File: src/rtl/fb_arb_pkg.sv
// Shared types and constants for the frame-buffer port arbiter.
// Used by fb_arb_rr_pick and fb_port_arbiter.
package fb_arb_pkg;

   localparam int NUM_REQ       = 3;
   localparam int IMG_WIDTH     = 1280;
   localparam int IMG_HEIGHT    = 720;
   localparam int FB_ADDR_WIDTH = 20;
   localparam int FB_DATA_WIDTH = 24;
   localparam int FB_BURST_MAX  = 8;
   localparam int STAT_WIDTH    = 16;

   typedef enum logic [1:0] {
      REQ_RX_WR = 2'd0,
      REQ_SOBEL = 2'd1,
      REQ_DBG   = 2'd2
   } req_id_t;

   typedef struct packed {
      logic                     we;
      logic [FB_ADDR_WIDTH-1:0] addr;
      logic [FB_DATA_WIDTH-1:0] wdata;
   } fb_req_t;

   // (base + ofs) mod NUM_REQ, for base and ofs already below NUM_REQ.
   function automatic logic [1:0] rr_idx(input logic [1:0] base, input logic [1:0] ofs);
      logic [2:0] sum;
      sum = {1'b0, base} + {1'b0, ofs};
      if (sum >= 3'(NUM_REQ)) sum = sum - 3'(NUM_REQ);
      return sum[1:0];
   endfunction

   function automatic logic [STAT_WIDTH-1:0] sat_inc(input logic [STAT_WIDTH-1:0] v);
      return (v == '1) ? v : v + 1'b1;
   endfunction

endpackage

File: src/rtl/fb_arb_rr_pick.sv
// Combinational rotate-priority picker: first valid requester found when
// scanning upward (with wrap) from the start index.
module fb_arb_rr_pick
   import fb_arb_pkg::*;
(
   input  logic [NUM_REQ-1:0] valid,
   input  logic [1:0]         start,
   output logic [NUM_REQ-1:0] grant,
   output logic [1:0]         winner,
   output logic               any
);

   logic [1:0] idx;

   // NOTE: every output of a combinational block gets a default first so no latch is inferred.
   always_comb begin
      grant  = '0;
      winner = '0;
      any    = 1'b0;
      idx    = '0;
      for (int k = 0; k < NUM_REQ; k++) begin
         idx = rr_idx(start, 2'(k));
         if (!any && valid[idx]) begin
            any         = 1'b1;
            winner      = idx;
            grant[idx]  = 1'b1;
         end
      end
   end

endmodule

File: src/rtl/fb_port_arbiter.sv
// Round-robin, burst-bounded arbiter sharing the single-port frame buffer
// between three requesters. Optional statistics: define FB_ARB_STATS_EN.
module fb_port_arbiter
   import fb_arb_pkg::*;
#(
   parameter int ADDR_WIDTH = FB_ADDR_WIDTH,
   parameter int DATA_WIDTH = FB_DATA_WIDTH,
   parameter int BURST_MAX  = FB_BURST_MAX
)(
   input  logic                          clk,
   input  logic                          reset,
   input  logic [NUM_REQ-1:0]            req_valid,
   input  logic [NUM_REQ-1:0]            req_we,
   input  logic [NUM_REQ*ADDR_WIDTH-1:0] req_addr,
   input  logic [NUM_REQ*DATA_WIDTH-1:0] req_wdata,
   output logic [NUM_REQ-1:0]            req_ready,
   output logic [NUM_REQ-1:0]            rsp_valid,
   output logic [DATA_WIDTH-1:0]         rsp_data,
   output logic                          mem_en,
   output logic                          mem_we,
   output logic [ADDR_WIDTH-1:0]         mem_addr,
   output logic [DATA_WIDTH-1:0]         mem_wdata,
   input  logic [DATA_WIDTH-1:0]         mem_rdata
`ifdef FB_ARB_STATS_EN
   ,
   input  logic                          stat_clr,
   output logic [NUM_REQ*STAT_WIDTH-1:0] stat_grants,
   output logic [NUM_REQ*STAT_WIDTH-1:0] stat_max_wait
`endif
);

   localparam int CNT_W = $clog2(BURST_MAX + 1);

   req_id_t                owner_q, owner_d;
   logic [CNT_W-1:0]       burst_cnt_q, burst_cnt_d;
   logic                   mem_en_q, mem_en_d;
   logic                   mem_we_q, mem_we_d;
   logic [ADDR_WIDTH-1:0]  mem_addr_q, mem_addr_d;
   logic [DATA_WIDTH-1:0]  mem_wdata_q, mem_wdata_d;
   logic                   rd_v1_q, rd_v1_d, rd_v2_q, rd_v2_d;
   logic [1:0]             tag1_q, tag1_d, tag2_q, tag2_d;

   logic [NUM_REQ-1:0]     pick_grant, grant;
   logic [1:0]             pick_winner, winner;
   logic                   pick_any, owner_ok;
   logic                   sel_we;
   logic [ADDR_WIDTH-1:0]  sel_addr;
   logic [DATA_WIDTH-1:0]  sel_wdata;

   fb_arb_rr_pick u_pick (
      .valid  (req_valid),
      .start  (rr_idx(owner_q, 2'd1)),
      .grant  (pick_grant),
      .winner (pick_winner),
      .any    (pick_any)
   );

   // The owner keeps the port until its burst is used up; the picker's scan
   // ends on the owner, so a lone owner is still granted past BURST_MAX.
   assign owner_ok = req_valid[owner_q] && (burst_cnt_q < CNT_W'(BURST_MAX));

   always_comb begin
      grant  = pick_grant;
      winner = pick_winner;
      if (owner_ok) begin
         grant          = '0;
         grant[owner_q] = 1'b1;
         winner         = owner_q;
      end
   end

   // No handshake may complete while reset is flushing the pipeline.
   assign req_ready = reset ? '0 : grant;

   always_comb begin
      sel_we    = 1'b0;
      sel_addr  = '0;
      sel_wdata = '0;
      for (int r = 0; r < NUM_REQ; r++) begin
         if (grant[r]) begin
            sel_we    = req_we[r];
            sel_addr  = req_addr[r*ADDR_WIDTH +: ADDR_WIDTH];
            sel_wdata = req_wdata[r*DATA_WIDTH +: DATA_WIDTH];
         end
      end
   end

   always_comb begin
      owner_d     = owner_q;
      burst_cnt_d = burst_cnt_q;
      if (!pick_any) begin
         burst_cnt_d = '0;
      end else if (winner != owner_q) begin
         owner_d     = req_id_t'(winner);
         burst_cnt_d = CNT_W'(1);
      end else if (burst_cnt_q < CNT_W'(BURST_MAX)) begin
         burst_cnt_d = burst_cnt_q + CNT_W'(1);
      end

      mem_en_d    = pick_any;
      mem_we_d    = pick_any & sel_we;
      mem_addr_d  = pick_any ? sel_addr  : mem_addr_q;
      mem_wdata_d = pick_any ? sel_wdata : mem_wdata_q;
      rd_v1_d     = pick_any & ~sel_we;
      tag1_d      = winner;
      rd_v2_d     = rd_v1_q;
      tag2_d      = tag1_q;
   end

   // NOTE: state flops use non-blocking assignments so every flop samples pre-edge values.
   always_ff @(posedge clk) begin
      if (reset) begin
         owner_q     <= REQ_RX_WR;
         burst_cnt_q <= '0;
         mem_en_q    <= 1'b0;
         mem_we_q    <= 1'b0;
         mem_addr_q  <= '0;
         mem_wdata_q <= '0;
         rd_v1_q     <= 1'b0;
         rd_v2_q     <= 1'b0;
         tag1_q      <= '0;
         tag2_q      <= '0;
      end else begin
         owner_q     <= owner_d;
         burst_cnt_q <= burst_cnt_d;
         mem_en_q    <= mem_en_d;
         mem_we_q    <= mem_we_d;
         mem_addr_q  <= mem_addr_d;
         mem_wdata_q <= mem_wdata_d;
         rd_v1_q     <= rd_v1_d;
         rd_v2_q     <= rd_v2_d;
         tag1_q      <= tag1_d;
         tag2_q      <= tag2_d;
      end
   end

   assign mem_en    = mem_en_q;
   assign mem_we    = mem_we_q;
   assign mem_addr  = mem_addr_q;
   assign mem_wdata = mem_wdata_q;

   // Memory read data lands one cycle after mem_en, so it is forwarded, not re-registered.
   assign rsp_valid = rd_v2_q ? (NUM_REQ'(1) << tag2_q) : '0;
   assign rsp_data  = rd_v2_q ? mem_rdata : '0;

`ifdef FB_ARB_STATS_EN
   logic [STAT_WIDTH-1:0] grants_q [NUM_REQ];
   logic [STAT_WIDTH-1:0] grants_d [NUM_REQ];
   logic [STAT_WIDTH-1:0] wait_q   [NUM_REQ];
   logic [STAT_WIDTH-1:0] wait_d   [NUM_REQ];
   logic [STAT_WIDTH-1:0] max_q    [NUM_REQ];
   logic [STAT_WIDTH-1:0] max_d    [NUM_REQ];

   always_comb begin
      for (int r = 0; r < NUM_REQ; r++) begin
         grants_d[r] = grants_q[r];
         wait_d[r]   = '0;
         max_d[r]    = max_q[r];
         if (stat_clr) begin
            grants_d[r] = '0;
            max_d[r]    = '0;
         end else begin
            if (req_ready[r]) grants_d[r] = sat_inc(grants_q[r]);
            if (req_valid[r] && !req_ready[r]) begin
               wait_d[r] = sat_inc(wait_q[r]);
               if (wait_d[r] > max_q[r]) max_d[r] = wait_d[r];
            end
         end
      end
   end

   always_ff @(posedge clk) begin
      if (reset) begin
         for (int r = 0; r < NUM_REQ; r++) begin
            grants_q[r] <= '0;
            wait_q[r]   <= '0;
            max_q[r]    <= '0;
         end
      end else begin
         for (int r = 0; r < NUM_REQ; r++) begin
            grants_q[r] <= grants_d[r];
            wait_q[r]   <= wait_d[r];
            max_q[r]    <= max_d[r];
         end
      end
   end

   for (genvar g = 0; g < NUM_REQ; g++) begin : g_stat_pack
      assign stat_grants[g*STAT_WIDTH +: STAT_WIDTH]   = grants_q[g];
      assign stat_max_wait[g*STAT_WIDTH +: STAT_WIDTH] = max_q[g];
   end
`endif

endmodule

File: config.mk
export PLATFORM = sky130hd
export DESIGN_NAME = fb_port_arbiter
export DESIGN_NICKNAME = d
export VERILOG_FILES = /design/src/rtl/fb_arb_pkg.sv /design/src/rtl/fb_arb_rr_pick.sv /design/src/rtl/fb_port_arbiter.sv
export SDC_FILE = /design/constraint.sdc
export NUM_CORES = 1
export LEC_CHECK = 0
export BUFFER_PORTS_ARGS = -buffer_cell sky130_fd_sc_hd__buf_4
export CORE_MARGIN = 1
export CORE_UTILIZATION = 44
export DETAILED_ROUTE_END_ITERATION = 16
export GPL_TIMING_DRIVEN = 0
export PLACE_DENSITY = 0.85
export SYNTH_ARGS = -nofsm -noshare
export SYNTH_HDL_FRONTEND = slang
export SYNTH_SLANG_ARGS = --single-unit
File: constraint.sdc
create_clock -name clk -period 4 [get_ports clk]
set_input_delay 0.6 -clock clk [delete_from_list [all_inputs] [get_ports clk]]
set_output_delay 0.6 -clock clk [all_outputs]
set_load 0.01 [all_outputs]
Yosys cells after proc, flatten, opt, wreduce, memory -nomap -nowiden
Index checks and enable logic that the tools add are counted.
{"block": "word_totals", "regBits": 58, "input_bits": 164, "output_inout_bits": 76, "word_cells": 98}
{"block": "op_classes", "n_addsub": 8, "n_lt_le_gt_ge": 13, "eq_ne": 1, "shifts": 1, "mux": 45, "bitwise_logic": 6, "reduce_logical": 13}
{"operator": "$mux 24", "n": 4}
{"operator": "$mux 20", "n": 3}
{"operator": "$mux 3", "n": 6}
{"operator": "$mux 1", "n": 16}
{"operator": "$mux 2", "n": 8}
{"operator": "$lt 2x3->1 const B", "n": 4}
{"operator": "$ge 3x2->1 const B", "n": 3}
{"operator": "$bmux 1 s2", "n": 4}
{"operator": "$demux 1 s2", "n": 4}
{"operator": "$ge 2x1->1 const B", "n": 4}
{"operator": "$sub 2x2->2 const B", "n": 4}
{"operator": "$logic_and 1x1->1", "n": 7}
{"operator": "$add 2x1->3 const B", "n": 2}
{"operator": "$or 3x3->3", "n": 2}
{"operator": "$add 4x1->4 const B", "n": 1}
{"operator": "$lt 4x4->1 const B", "n": 1}
{"operator": "$add 2x2->3 const B", "n": 1}
{"operator": "$reduce_or 3->1", "n": 1}
{"operator": "$shl 1x2->3 const A", "n": 1}
{"operator": "$and 1x1->1", "n": 2}
{"operator": "$ge 2x2->1 const B", "n": 1}
{"operator": "$logic_not 1->1", "n": 2}
{"operator": "$ne 2x2->1", "n": 1}
{"operator": "$not 1->1", "n": 2}
{"operator": "other kinds (3)", "n": 3}

Depth between registers and ports, before layout
{"block": "logic_depth", "ltp_word": 20, "mapped_depth": 13, "ltp_nobuf": 8}

By module
A second synthesis with hierarchy kept.
{"block": "hier_totals", "cells_unflattened": 405, "hier_area_um2": 3819.9}
{"module": "fb_port_arbiter", "n_inst": 1, "cells_each": 364, "area_each_um2": 3538.4, "seq_area_each_um2": 1161.1}
{"module": "fb_arb_rr_pick", "n_inst": 1, "cells_each": 41, "area_each_um2": 281.5, "seq_area_each_um2": 0.0}

Worst setup path before layout
OpenSTA, ideal clock, no wires.
{"block": "synth_path", "kind": "flip-flop to flip-flop", "from": "register owner_q[0]", "to": "register mem_addr_q[10], in the netlist mem_addr[10]", "setup_ps": 117, "arrival_ps": 2464, "required_time_ps": 3883, "path_slack_ps": 1418, "path_stages_with_launch": 12, "cell_sequence": "dfxtp_1 -> inv_1 -> ha_1 -> buf_2 -> and3_1 -> a32oi_1 -> o31ai_2 -> a22o_1 -> buf_6 -> buf_4 -> a221o_1 -> a32o_1"}
{"block": "synth_via", "elab_chain_len": 18}
{"item": "from (decl)", "line": "fb_port_arbiter.sv:34", "rtl": "req_id_t owner_q, owner_d;"}
{"item": "from (signal assigned)", "line": "fb_port_arbiter.sv:124", "rtl": "owner_q <= owner_d;"}
{"item": "$add 2x1->3", "line": "fb_arb_pkg.sv:28", "rtl": "sum = {1'b0, base} + {1'b0, ofs};"}
{"item": "$ge 3x2->1 / $sub 2x2->2 (equally long branches)", "line": "fb_arb_pkg.sv:29", "rtl": "if (sum >= 3'(NUM_REQ)) sum = sum - 3'(NUM_REQ);"}
{"item": "$mux 2", "line": "fb_arb_pkg.sv:29"}
{"item": "$add 2x1->3 (tied with other cells)", "line": "fb_arb_pkg.sv:28"}
{"item": "$ge 3x2->1 (tied with other cells)", "line": "fb_arb_pkg.sv:29"}
{"item": "$mux 2 (tied with other cells)", "line": "fb_arb_pkg.sv:29"}
{"item": "$lt 2x3->1 (not written as such) (tied with other cells)", "line": "fb_arb_rr_pick.sv:26", "rtl": "grant[idx] = 1'b1;"}
{"item": "$logic_and 1x1->1 (not written as such) (tied with other cells)", "line": "fb_arb_rr_pick.sv:26"}
{"item": "$mux 1 (not written as such) (tied with other cells)", "line": "fb_arb_rr_pick.sv:26"}
{"item": "$demux 1 s2 (tied with other cells)"}
{"item": "$or 3x3->3 (no line) / $mux 1 (equally long branches)"}
{"item": "$mux 3 / $logic_not 1->1 (equally long branches)", "line": "fb_arb_rr_pick.sv:23", "rtl": "if (!any && valid[idx]) begin"}
{"item": "$or 3x3->3 (no line) / $logic_and 1x1->1 (equally long branches)"}
{"item": "$mux 3", "line": "fb_arb_rr_pick.sv:23"}
{"item": "$mux 3", "line": "fb_port_arbiter.sv:65", "rtl": "if (owner_ok) begin"}
{"item": "$mux 20 (3 in a row)", "line": "fb_port_arbiter.sv:80", "rtl": "if (grant[r]) begin"}
{"item": "to (signal assigned)", "line": "fb_port_arbiter.sv:128", "rtl": "mem_addr_q <= mem_addr_d;"}
{"item": "to (decl)", "line": "fb_port_arbiter.sv:38", "rtl": "logic [ADDR_WIDTH-1:0] mem_addr_q, mem_addr_d;"}
Parallel ways exist; a longest one is shown, timed or not. The select of a mux whose other input is x is not followed.
A chain may end at the register's enable or synchronous reset.

Worst setup path in the final report
{"block": "layout_path", "from": "register owner_q[0]", "to": "output port req_ready[0]"}
{"block": "layout_via", "elab_chain_len": 16}
{"item": "$add 2x1->3", "line": "fb_arb_pkg.sv:28"}
{"item": "$ge 3x2->1 / $sub 2x2->2 (equally long branches)", "line": "fb_arb_pkg.sv:29"}
{"item": "$mux 2", "line": "fb_arb_pkg.sv:29"}
{"item": "$add 2x1->3 (tied with other cells)", "line": "fb_arb_pkg.sv:28"}
{"item": "$ge 3x2->1 (tied with other cells)", "line": "fb_arb_pkg.sv:29"}
{"item": "$mux 2 (tied with other cells)", "line": "fb_arb_pkg.sv:29"}
{"item": "$lt 2x3->1 (not written as such) (tied with other cells)", "line": "fb_arb_rr_pick.sv:26"}
{"item": "$logic_and 1x1->1 (not written as such) (tied with other cells)", "line": "fb_arb_rr_pick.sv:26"}
{"item": "$mux 1 (not written as such) (tied with other cells)", "line": "fb_arb_rr_pick.sv:26"}
{"item": "$demux 1 s2 (tied with other cells)"}
{"item": "$or 3x3->3 (no line) / $mux 1 (equally long branches)"}
{"item": "$mux 3 / $logic_not 1->1 (equally long branches)", "line": "fb_arb_rr_pick.sv:23"}
{"item": "$or 3x3->3 (no line) / $logic_and 1x1->1 (equally long branches)"}
{"item": "$mux 3", "line": "fb_arb_rr_pick.sv:23"}
{"item": "$mux 3 *", "line": "fb_port_arbiter.sv:65"}
{"item": "$mux 3 *", "line": "fb_port_arbiter.sv:73", "rtl": "assign req_ready = reset ? '0 : grant;"}
{"item": "to (decl)", "line": "fb_port_arbiter.sv:16", "rtl": "output logic [NUM_REQ-1:0] req_ready,"}
Mark *: on every way between the ends. The rest lies on a longest branch, timed or not. The select of a mux whose other input is x is not followed.

==> results by stage <==
Detailed routing:
- The number of vias per cell is 5.88.
- The number of DRC violations after detailed routing is 0.
- In the final routed layout, each cell accounts on average for 18.2 um.
- The final layout contains routed wiring with a total length of 15.3 mm.
- The count of nets left with antenna violations once routing finished came out at 0.
- The first routing iteration left 324 violations.
- Before antenna repair, the detailed router went through 4 iterations.
- The via total after detailed routing is 4,957.

Global routing:
- The remaining global-route overflow is 0.
- The first global-routing pass estimated 23.6 mm of wire.
- The number of global-route vias before repair is 4,764.
- The number of antenna violations at the first check in global routing is 0.
- For this run, the total global-route usage over all layers was measured as 30.1%.
- Entering global routing, the biggest net connects 11 pins.

Logic synthesis:
- The register bit total from synthesis is 58.
- A synthesized cell averages 9.06 um^2.
- The cell taking the most area after synthesis is sky130_fd_sc_hd__dfxtp_1.
- The number of synthesized flops with an enable pin is 0.
- The synthesized-area fraction occupied by adder cells is 1.79%.
- The XOR/XNOR share of the synthesized area is 0.837%.
- By area the synthesized netlist is led by sky130_fd_sc_hd__dfxtp_1 (28%), sky130_fd_sc_hd__mux2i_1 (11%), sky130_fd_sc_hd__a221o_1 (11%).
- The number of distinct library cell variants in the gate-level netlist after synthesis is 52.
- The fraction of synthesis flops using an asynchronous set or reset pin is 0%.
- During synthesis, Yosys emitted a total of 0 warnings.
- Counting every net in the synthesized netlist gives 632.
- After synthesis, the largest family of logic cells by area is compound AO/OA/AOI/OAI gates.
- The synthesized-area fraction occupied by ao, oa, aoi and oai cells is 35.8%.
- The portion of synthesized cell area occupied by the leading cell type is 27.7%.
- The cell area that synthesis handed to floorplanning was 0.00419 mm^2.
- The count of mapped cells out of synthesis is 462.
- Measured against the total synthesized area, the mux share comes to 11.2%.
- Of the total synthesized cell area, the portion taken by AND, OR, NAND and NOR gates is 13.5%.
- Among all flip-flop cells after synthesis, the most frequent one is sky130_fd_sc_hd__dfxtp_1.
- The part of the Yosys area used for sequential elements is 27.7%.

Die:
- After floorplanning, the core was divided into 35 placement rows.
- The I/O pin total is 240.
- The floorplan step defined a die boundary enclosing 0.00991 mm^2.
- The die height is 99.5 um.
- The effective utilization at floorplan is 45.3%.
- In this run the standard cell core region covers 0.00924 mm^2.
- The width of the die is 99.5 um.

Cells and area:
- The number of nets in the finished design is 880.
- The fraction of final layout cells sized beyond drive strength 1 is 43.4%.
- Leaving out fill and tap cells, the most frequent cell in the layout is sky130_fd_sc_hd__buf_4.
- The number of antenna diodes in the final layout is 0.
- The area overhead of the layout relative to synthesis is 51.2%.
- In the layout the commonest cells are sky130_fd_sc_hd__buf_4 (248), sky130_fd_sc_hd__dfxtp_1 (58), sky130_fd_sc_hd__nand2_1 (52).

STA:
- After layout, the minimum clock period comes to 3.18 ns.
- The relative max-transition margin is 63.5%.
- The number of setup violations in the final report is 0.
- The worst clock skew on the final layout is 0.0106 ns.
- The post-route setup TNS is 0 ns.
- Of the available clock period, the critical path in the final layout requires 79.4%.
- The worst hold slack across all endpoints is 0.450 ns.
- Static timing analysis puts the maximum clock frequency at 315 MHz.
- Setup repair after global routing left no endpoint under its margin.
- The final count of pins violating max slew was 0.
- The final number of hold-violating endpoints is 0.
- The final worst setup slack is 0.824 ns.
- The pin slew with the least headroom to its limit is 0.547 ns.

CTS:
- Once the clock tree was built, the resizer swapped 0 gates to a different size.
- The maximum clock insertion buffer count is 2.
- The later-pin clock latency in the skew report is 0.33 ns.
- After clock tree synthesis, the flow added hold-fix buffers numbering 0.
- The H-tree was split into 3 levels.
- The cell sitting at the root of the clock tree is a sky130_fd_sc_hd__clkbuf_8.
- For this design, the sink count on the clock tree is 58.
- The post-CTS repair timing setup buffer count is 0.
- The clock transition at the registers of the reported paths is 0.07 ns.
- TritonCTS built the clock tree.
- Buffers inserted during clock tree synthesis total 9.

Power and ir drop:
- Power spread over the standard cell area amounts to 457 mW/mm^2.
- Registers are responsible for 28.6% of the overall power.
- Summed over all nets, the switching power comes to 0.00110 W.
- IR analysis of the VDD net gives a maximum drop of 0.222 mV.
- The leakage dissipation is 3.09 nW.
- The internal cell power is 0.00179 W.
- Per report_power, the clock group accounts for 19.9% of the total.
- Combinational logic is responsible for 51.5% of the overall power.
- The switching share of total power is 38.1%.

Worst setup path:
- The category of the critical setup timing path is reg2out.
- The largest single stage delay on the critical path is 0.47 ns.
- The arrival time at the worst endpoint is 2.58 ns.
- The largest individual stage delay along the critical path comes from the cell sky130_fd_sc_hd__dfxtp_1.
- Walking the worst path, the cells encountered are inv_1 > ha_1 > buf_2 > inv_1 > o311ai_1 > o22ai_1 > o31a_1 > buf_4.
- Counting stages on the worst path, the most repeated cell is sky130_fd_sc_hd__inv_1.
- Of all nets on the critical path, the largest fanout is 10.
- The startpoint type of the worst setup path is a register.
- STA classifies the critical path endpoint as a primary output.
- At the worst endpoint, the required time is 3.40 ns.

Hold path:
- The tightest min-delay check is of the reg2reg type.

Flow run:
- Max-cap violations in this run came to 0.

Outcome:
- The run finished with clean final reports.

Placed design:
- Routability-driven placement finished with a final weighted congestion of 0.831.
- Before CTS, the worst setup slack after placement is 0.997 ns.
- In this run the tool buffered the top-level ports with 237 buffer cells.
- The HPWL after detailed placement is 11.5 mm.
-- metrics by stage --
step / std cells / total power, W / utilization (%) / instance area [um^2]
2_1_floorplan: 462 / 0.00174 / - / 4190
3_3_place_gp: 828 / 0.00226 / 66.3 / 6130
3_5_place_dp: 828 / 0.00231 / 66.3 / 6130
4_1_cts: 843 / 0.00289 / 68.5 / 6330
5_1_grt: 843 / 0.00305 / 68.5 / 6330
6_report: 843 / 0.00290 / 68.5 / 6330
-- synthesized netlist by cell type (all sizes together) (3+ instances only) --
cell type and count:
dfxtp 58, a21oi 53, nand2 52, mux2i 47, a221o 44, a32o 43, buf 37, and2 26
clkbuf 13, inv 10, nor2 8, ha 6, nor2b 5, nand3 4, nor3 4, o21a 4
xnor2 4, nand2b 3, nor3b 3, o211ai 3, o31a 3
-- registers in the layout, indices dropped and copies added (netlist names) --
register     count
mem_wdata       24
owner_q          2
mem_we           1
mem_addr        20
tag1_q           2
burst_cnt_q      4
mem_en           1
tag2_q           2
rd_v2_q          1
rd_v1_q          1
-- cell type report --
cell class | count | area (um^2)
flip-flops and latches | 58 | 1160
multi-input cells | 344 | 2650
well taps | 129 | 161
clock inverters | 2 | 35.0
plain buffers | 50 | 340
inverters | 10 | 37.5
fillers | 761 | 2910
clock buffers | 13 | 169
repair buffers | 237 | 1780
-- cells by family after synthesis --
logic type	count (synthesis)
mux	47
xor+xnor	4
simple gates	113
fa+ha+maj	6
buf+inv	60
flops	58
compound gates	174
-- path summary, 6_finish.rpt --
path,start,end,slack (ns),cells past startpoint
setup / recovery,owner_q[0]$_SDFFE_PP0P_,req_ready[0],0.82,8
hold / removal,tag1_q[1]$_SDFF_PP0_,tag2_q[1]$_SDFF_PP0_,0.45,1
hold reg to reg,tag1_q[1]$_SDFF_PP0_,tag2_q[1]$_SDFF_PP0_,0.45,1
setup reg to reg,owner_q[0]$_SDFFE_PP0P_,mem_wdata[10]$_SDFFE_PP0P_,0.97,11
-- layer usage --
layer / routed length (um) / global-route usage [%] / part of all wire, %
met5: 0 / 0 / 0
met1: 6180 / 35.3 / 40
met4: 461 / 12.8 / 3.0
met3: 1150 / 6.32 / 7.5
met2: 7550 / 53.2 / 49
-- worst max-delay path: cells and delay by family, from the launching register on --
| kind | cells | cell delay (ns) |
|---|---|---|
| AO/OA/AOI/OAI | 3 | 0.80 |
| adder cells (fa/ha/maj) | 1 | 0.33 |
| flip-flops | 1 | 0.47 |
| buffers and inverters | 4 | 0.65 |
-- power groups by stage --
| stage | Clock, W | Combinational [W] | Sequential, W |
|---|---|---|---|
| after floorplan | 0 | 0.000864 | 0.000872 |
| after global placement | 0 | 0.00144 | 0.000824 |
| after detailed placement | 0 | 0.00148 | 0.000835 |
| after CTS | 0.000584 | 0.00148 | 0.000823 |
| after global routing | 0.000610 | 0.00159 | 0.000842 |
| final | 0.000577 | 0.00149 | 0.000827 |
No activity file was read; power rests on OpenSTA's default activity.
